**config.mk**
```make
export PLATFORM = sky130hd
export DESIGN_NAME = mac_sequencer
export DESIGN_NICKNAME = d
export VERILOG_FILES = /design/src/rtl/mac_sequencer.sv
export SDC_FILE = /design/constraint.sdc
export NUM_CORES = 2
export LEC_CHECK = 0
export CORE_UTILIZATION = 30
export CTS_CLUSTER_DIAMETER = 150
export DETAILED_ROUTE_END_ITERATION = 10
export GPL_TIMING_DRIVEN = 1
export SETUP_SLACK_MARGIN = 0.05
export SYNTH_ARGS = -nofsm -noshare
export SYNTH_HDL_FRONTEND = slang
export SYNTH_SLANG_ARGS = --single-unit
export TNS_END_PERCENT = 30
```
**constraint.sdc**
```tcl
create_clock -name ck -period 10.4 [get_ports ck]
set_clock_uncertainty 0.05 [all_clocks]
set_input_delay 1.04 -clock ck [delete_from_list [all_inputs] [get_ports ck]]
set_output_delay 1.04 -clock ck [all_outputs]
set_load 0.01 [all_outputs]
```
**src/rtl/mac_sequencer.sv**
```systemverilog
// Programmable multiply-accumulate sequencer running a host-loaded program over an external sample RAM.
// Latency: 3 cycles per instruction (FETCH/ISSUE/EXEC); a SAVE result strobes one cycle after its EXEC.
// Backpressure: none on results; the host bus acks once per request, and frame_start while busy is dropped.
module mac_sequencer #(
    parameter int CHANNELS   = 8,
    parameter int SAMPLE_W   = 16,
    parameter int GAIN_W     = 16,
    parameter int ACC_W      = 40,
    parameter int PROG_DEPTH = 64,
    localparam int CHAN_W    = $clog2(CHANNELS),
    localparam int PC_W      = $clog2(PROG_DEPTH)
) (
    input  logic                       ck,
    input  logic                       rst,
    input  logic                       iomem_valid,
    input  logic [3:0]                 iomem_wstrb,
    input  logic [31:0]                iomem_addr,
    input  logic [31:0]                iomem_wdata,
    output logic                       iomem_ready,
    output logic [31:0]                iomem_rdata,
    input  logic                       frame_start,
    output logic [CHAN_W+4:0]          sample_addr,
    input  logic signed [SAMPLE_W-1:0] sample_data,
    output logic                       out_valid,
    output logic [CHAN_W-1:0]          out_chan,
    output logic signed [SAMPLE_W-1:0] out_data,
    output logic                       busy
);
    localparam int PROD_W = SAMPLE_W + GAIN_W;

    localparam logic [6:0] OP_NOOP = 7'b0000000;
    localparam logic [6:0] OP_MAC  = 7'b1000000;
    localparam logic [6:0] OP_MACZ = 7'b1000010;
    localparam logic [6:0] OP_MSU  = 7'b1000001;
    localparam logic [6:0] OP_SAVE = 7'b1010000;
    localparam logic [6:0] OP_HALT = 7'b1111111;

    typedef enum logic [1:0] {IDLE, FETCH, ISSUE, EXEC} state_t;

    state_t                    state_q, state_d;
    logic [31:0]               prog [PROG_DEPTH];
    logic [31:0]               ir;
    logic [PC_W-1:0]           pc;
    logic signed [ACC_W-1:0]   acc;
    logic                      enable, overrun, bad_op, wr_conflict;
    logic                      bus_armed;

    logic [6:0]                opcode;
    logic                      run_end;
    logic signed [PROD_W-1:0]  prod;
    logic signed [ACC_W-1:0]   prod_ext;
    logic signed [ACC_W-1:0]   shifted;
    logic [ACC_W-SAMPLE_W:0]   shifted_top;
    logic [SAMPLE_W-1:0]       sat_val;
    logic                      hit_prog, hit_ctrl, bus_take, full_wr, prog_we;
    logic [PC_W-1:0]           widx;
    logic [31:0]               status_word;
    logic                      unused_ok;

    assign busy        = (state_q != IDLE);
    assign opcode      = ir[31:25];
    assign run_end     = (opcode == OP_HALT) || (pc == PC_W'(PROG_DEPTH - 1));
    assign sample_addr = {ir[16 +: CHAN_W], ir[24:20]};

    assign prod     = PROD_W'($signed(sample_data)) * PROD_W'($signed(ir[GAIN_W-1:0]));
    assign prod_ext = ACC_W'(prod);
    assign shifted  = acc >>> ir[5:0];

    // Value fits the output width when every bit above the output sign bit matches it.
    assign shifted_top = shifted[ACC_W-1:SAMPLE_W-1];
    always_comb begin
        sat_val = shifted[SAMPLE_W-1:0];
        if (!((&shifted_top) || !(|shifted_top)))
            sat_val = shifted[ACC_W-1] ? {1'b1, {(SAMPLE_W-1){1'b0}}}
                                       : {1'b0, {(SAMPLE_W-1){1'b1}}};
    end

    assign hit_prog    = (iomem_addr[31:24] == 8'h60);
    assign hit_ctrl    = (iomem_addr[31:24] == 8'h62);
    assign bus_take    = iomem_valid && bus_armed && (hit_prog || hit_ctrl);
    assign full_wr     = (iomem_wstrb == 4'hF);
    assign widx        = iomem_addr[PC_W+1:2];
    assign prog_we     = bus_take && full_wr && hit_prog && !busy;
    assign status_word = {16'h0, 8'(pc), 3'b000, enable, wr_conflict, bad_op, overrun, busy};
    assign unused_ok   = ^{iomem_addr, ir};

    always_comb begin
        state_d = state_q;
        case (state_q)
            IDLE:    if (frame_start && enable) state_d = FETCH;
            FETCH:   state_d = ISSUE;
            ISSUE:   state_d = EXEC;
            EXEC:    state_d = run_end ? IDLE : FETCH;
            default: state_d = IDLE;
        endcase
    end

    // Program RAM survives reset so a host only has to reload it after power-up.
    always_ff @(posedge ck) begin
        if (!rst && prog_we)
            prog[widx] <= iomem_wdata;
    end

    always_ff @(posedge ck) begin
        if (rst) begin
            state_q     <= IDLE;
            pc          <= '0;
            acc         <= '0;
            ir          <= '0;
            out_valid   <= 1'b0;
            out_chan    <= '0;
            out_data    <= '0;
            iomem_ready <= 1'b0;
            iomem_rdata <= '0;
            bus_armed   <= 1'b1;
            enable      <= 1'b0;
            overrun     <= 1'b0;
            bad_op      <= 1'b0;
            wr_conflict <= 1'b0;
        end else begin
            state_q     <= state_d;
            out_valid   <= 1'b0;
            iomem_ready <= 1'b0;
            if (!iomem_valid)
                bus_armed <= 1'b1;

            if (bus_take) begin
                iomem_ready <= 1'b1;
                bus_armed   <= 1'b0;
                iomem_rdata <= hit_prog ? prog[widx] : status_word;
                if (full_wr && hit_ctrl) begin
                    enable <= iomem_wdata[0];
                    if (iomem_wdata[1]) begin
                        overrun     <= 1'b0;
                        bad_op      <= 1'b0;
                        wr_conflict <= 1'b0;
                    end
                end
                if (full_wr && hit_prog && busy)
                    wr_conflict <= 1'b1;
            end

            if (frame_start && busy)
                overrun <= 1'b1;

            case (state_q)
                IDLE: if (frame_start && enable) pc <= '0;
                FETCH: ir <= prog[pc];
                EXEC: begin
                    case (opcode)
                        OP_NOOP, OP_HALT: ;
                        OP_MAC:  acc <= acc + prod_ext;
                        OP_MACZ: acc <= prod_ext;
                        OP_MSU:  acc <= acc - prod_ext;
                        OP_SAVE: begin
                            out_valid <= 1'b1;
                            out_chan  <= ir[16 +: CHAN_W];
                            out_data  <= sat_val;
                        end
                        default: bad_op <= 1'b1;
                    endcase
                    if (!run_end)
                        pc <= pc + PC_W'(1);
                end
                default: ;
            endcase
        end
    end
endmodule
```
After elaboration in Yosys (flattened, before gate mapping) --
Memories as Yosys holds them, arrays and structs flattened. A register that Yosys moved wholly into a read port is not among the register bits. Index checks and enable logic that the tools add are counted.
Storage, ports and cells: bits in registers 106, bits in writable memories 2048, memories kept 1
Operators by class: $add $sub $neg 3, multiply operators 1, equality and inequality tests 15, shifts and indexed selects 1, muxes and demuxes 26, bitwise operators 1, reductions and logical operators 37
Memories:
- prog | depth 64, width 32, rd ports 2, clocked after Yosys merged registers in 1, write ports 1, RTL line 41 | logic [31:0] prog [PROG_DEPTH];
Operators with widths (count):
- $pmux W40 S3 | 1
- $add A40 B32 Y40 | 1
- $sshr A40 B6 Y40 | 1
- $sub A40 B32 Y40 | 1
- $eq A7 B7 Y1 const B | 5
- $mul A16 B16 Y32 | 1
- $mux W16 | 2
- $mux W32 | 1
- $reduce_and A25 Y1 | 1
- $reduce_or A25 Y1 | 1
- $mux W1 | 17
- $eq A8 B7 Y1 const B | 2
- $reduce_bool A2 Y1 | 7
- $mux W6 | 2
- $pmux W6 S2 | 1
- $logic_and A1 B1 Y1 | 11
- $reduce_and A3 Y1 | 3
- $pmux W2 S4 | 1
- $logic_not A7 Y1 | 1
- $add A6 B1 Y6 const B | 1
- $eq A6 B6 Y1 const B | 1
- $reduce_and A2 Y1 | 3
- $reduce_or A6 Y1 | 1
- $eq A2 B2 Y1 const B | 2
- other kinds (11) | 16

Logic depth before layout (Yosys ltp) --
depth after elaboration 9, gate-level depth with buffers 42, gate-level depth less buffers 34

Worst setup path after synthesis --
No wires, ideal clock.
path type register to register, start register ir[1] (read register of prog), end register acc[31], arrival 10.319 ns, required time 10.249 ns, path slack -0.070 ns, cell stages (with the launch flop) 41, path buffers 9, clock period less this slack 10.470 ns, cells stage by stage dfxtp_1 buf_2 buf_2 buf_2 buf_1 buf_2 clkbuf_1 clkbuf_1 nand2_1 fa_1 fa_1 fa_1 inv_1 fa_1 fa_1 inv_1 fa_1 inv_1 [5 not listed] or3_1 a222oi_1 nand4_1 or3_1 buf_2 or4_4 o21ai_1 xnor2_1 ha_1 a2111oi_0 a21oi_1 a21oi_1 nor2b_1 or3_1 a21o_1 a21oi_1 xor2_1 o41ai_1
On the way: word-level cells in the longest chain between the ends 3
RTL lines:
- start: declaration | RTL line 42 | logic [31:0] ir;
- $mul A16 B16 Y32 * | RTL line 65 | assign prod = PROD_W'($signed(sample_data)) * PROD_W'($signed(ir[GAIN_W-1:0]));
- $sub A40 B32 Y40 or $add A40 B32 Y40 (tied branches) | RTL line 154, 152
- $pmux W40 S3 * | RTL line 150 | case (opcode)
- end signal: assignment | RTL line 152 | OP_MAC: acc <= acc + prod_ext;
- end signal: assignment | RTL line 153 | OP_MACZ: acc <= prod_ext;
- end signal: assignment | RTL line 154 | OP_MSU: acc <= acc - prod_ext;
- end: declaration | RTL line 44 | logic signed [ACC_W-1:0] acc;
Mark *: on every way between the ends. The rest lies on a longest branch, timed or not. A chain may end at the register's enable or synchronous reset.

Worst setup path in the final report --
start input sample_data[8], end register acc[31]
On the way: word-level cells in the longest chain between the ends 3
RTL lines:
- start: declaration | RTL line 23 | input logic signed [SAMPLE_W-1:0] sample_data,
- $mul A16 B16 Y32 * | RTL line 65
- $sub A40 B32 Y40 or $add A40 B32 Y40 (tied branches) | RTL line 154, 152
- $pmux W40 S3 * | RTL line 150
Marks and branches as above.

==> flow_metrics.tcl <==
set metrics [dict create \
    status "complete, no violations" \
    setup_violations 0 \
    routabilityCongestion 0.877 \
    period_share_pct 90.0 \
    startpoint_type "input pin" \
    max_stage_delay_ns 0.67 \
    synth_cells 7121 \
    synth_cell_type_count 87 \
    power_density_nw_per_um2 155 \
    grt_max_degree 127 \
    wl_um 400000 \
    hold_path.class "register to register" \
    hold_violations 0 \
    grt_use_total_pct 21.2 \
    cp_slowest_cell "clkdlybuf4s50_1" \
    p_total_mw 19.3 \
    start_util_pct 30.2 \
    via_per_inst 6.14 \
    core_area_um2 363000 \
    drive_above_1_share_pct 19.6 \
    placed_cell_area_um2 117000 \
    crit_arrival_ns 10.08 \
    final_common_cell "edfxtp_1" \
    crit_required_ns 11.12 \
    crit_path_end_kind "register" \
    cts_resized 0 \
    synth_seq_cells 2185 \
    worst-path-max-fanout 7 \
    area_growth_pct 13.9 \
    synth_warnings 0 \
    layout.nets 7621 \
    clockBufferDepth 4 \
    row_count 221 \
    place.port_buffers 131 \
    grt_overflow 0 \
    clk_latency_ns 0.95 \
    synthArstFlopShare_pct 0 \
    synth_nets 7598 \
    synth-edff-count 2048 \
    cts_made_buffers 227 \
    vias 74545 \
    ys_dominant_reg_cell "edfxtp_1" \
    grt_pass1_wl_um 560000 \
    rsz0062_at_grt "no" \
    grt_pass1_vias 74819 \
    final_area_um2 125000 \
    io-pin-count 150 \
    relSlewSlack_pct 11.7 \
    slew_viol_final 0 \
    ir_drop_mv 0.143 \
    cellLeakagePower_nw 38.5 \
    die_width_um 607 \
    worst_pin_slew_ns 1.32 \
    grt_antenna_before_repair 46 \
    dp_hpwl_um 234000 \
    most-common-layout-cells "edfxtp_1 (2048), a22oi_1 (951), mux4_2 (694)" \
    drtPass1Iterations 6 \
    antenna_left 0 \
    worstSetupPathType "input pin to register" \
    clk_pin_slew_ns 0.06 \
    postCtsSetupRepairBufs 0 \
    h-tree-depth 4 \
    die-height_um 607 \
    fmax_mhz 107 \
    routedWlPerCell_um 32.9 \
    avgSynthCellArea_um2 15.4 \
    root_buffer "clkbuf_16" \
    cts.hold.buffers_added 0 \
    maxCapViolCount 0 \
    die_area_um2 368000 \
    nFillCells 34354 \
    cts_tree "yes" \
    drc 0 \
    ys_seq_area_share_pct 58.5 \
    regArea_um2 64300 \
    drtIter0Drc 11193 \
    syn_area_um2 110000 \
    final.min_clock_period_ns 9.36 \
    multi_input_area_um2 42700 \
    clock_sinks 2185 \
    crit_top_cell "fa_1" \
]
==> state kept, by name (all words and copies together) (netlist names) <==
register / cells
prog: 2048
acc: 40
iomem_rdata: 32
ir: 31
out_data: 16
pc: 6
out_chan: 3
state_q: 2
bad_op: 1
bus_armed: 1
enable: 1
iomem_ready: 1
out_valid: 1
overrun: 1
wr_conflict: 1
==> path summary, 6_finish.rpt <==
kind	startpoint	endpoint	slack [ns]	depth (start not counted)
setup reg to reg	ir[5]	acc[39]	1.14	30
hold reg to reg	out_chan[1]	out_chan[1]	0.41	2
setup / recovery	sample_data[8]	acc[31]	1.04	31
hold / removal	out_chan[1]	out_chan[1]	0.41	2
==> kinds of logic (layout without fill, tap and decap cells) <==
group	count (synthesis)	count (layout)	share of synthesized area (%)
xor+xnor	94	94	0.750
flops	2185	2185	58.5
fa+ha+maj	389	389	6.23
mux	781	781	15.1
simple gates	1045	1045	4.65
buf+inv	884	1099	3.06
compound gates	1743	1743	11.7
other cells	0	19	0
==> power breakdown <==
| group | leakage [nW] | internal (mW) | total, mW | switching, mW |
|---|---|---|---|---|
| Combinational | 15.3 | 0.404 | 1.20 | 0.800 |
| Sequential | 19.5 | 9.60 | 9.60 | 0.000941 |
| Clock | 3.72 | 4.93 | 8.52 | 3.60 |
==> through the flow <==
| stage | cells | setup TNS (ns) | setup WS (ns) | util (%) | hold WS (ns) |
|---|---|---|---|---|---|
| 3_3_place_gp | 11709 | -0.0458 | -0.0458 | 32.3 | 0.390 |
| 6_report | 12149 | 0 | 1.04 | 34.4 | 0.410 |
| 3_5_place_dp | 11709 | 0 | 0.203 | 32.3 | 0.404 |
| 4_1_cts | 12130 | 0 | 1.09 | 34.4 | 0.412 |
| 5_1_grt | 12134 | 0 | 0.457 | 34.4 | 0.443 |
| 2_1_floorplan | 7121 | 0 | 0.132 | - | 0.395 |
==> worst max-delay path, delay by kind of cell <==
kind                     cells  cell delay, ns
adder cells (fa/ha/maj)      8            3.29
AO/OA/AOI/OAI               10            2.43
AND/OR/NAND/NOR              8            2.26
buffers and inverters        3            0.90
XOR/XNOR                     2            0.18
==> cell usage after synthesis, drive strengths merged, types with 16 or more instances <==
cell    count  area, µm²
nor2b      17        106
inv       320       1200
edfxtp   2048      61500
clkbuf    398       1490
a21o       27        203
a22o       54        473
a21oi     155        776
nand2     280       1050
a22oi     951       7140
nor3       41        205
a221oi     65        569
nand4     123        769
mux4      694      15600
nand3      61        305
and2      132        826
ha        126       1580
a31oi      27        169
nor2      274       1030
a211oi     20        150
o21a       22        165
xnor2      55        482
mux2i      72        721
o31ai      17        146
fa        263       5270
nor4       36        231
a311oi     16        140
o211ai     43        323
xor2       39        342
a41oi     149       1310
dfxtp     137       2740
buf       163        657
o21ai     129        649
==> final cells by class <==
class,count,share of cell area [%]
diodes,19,0.0380
inverters,323,0.970
well taps,4794,4.80
flip-flops and latches,2185,51.4
clock buffers,275,4.75
repair buffers,355,2.40
clock inverters,146,1.42
multi-input cells,4052,34.2
==> routing by layer <==
layer	global-route usage, %	wire length, µm
met1	25.6	139000
met2	34.4	187000
met3	5.50	48700
met4	11.9	25800
met5	0	172
(Power assumes the default switching activity.)
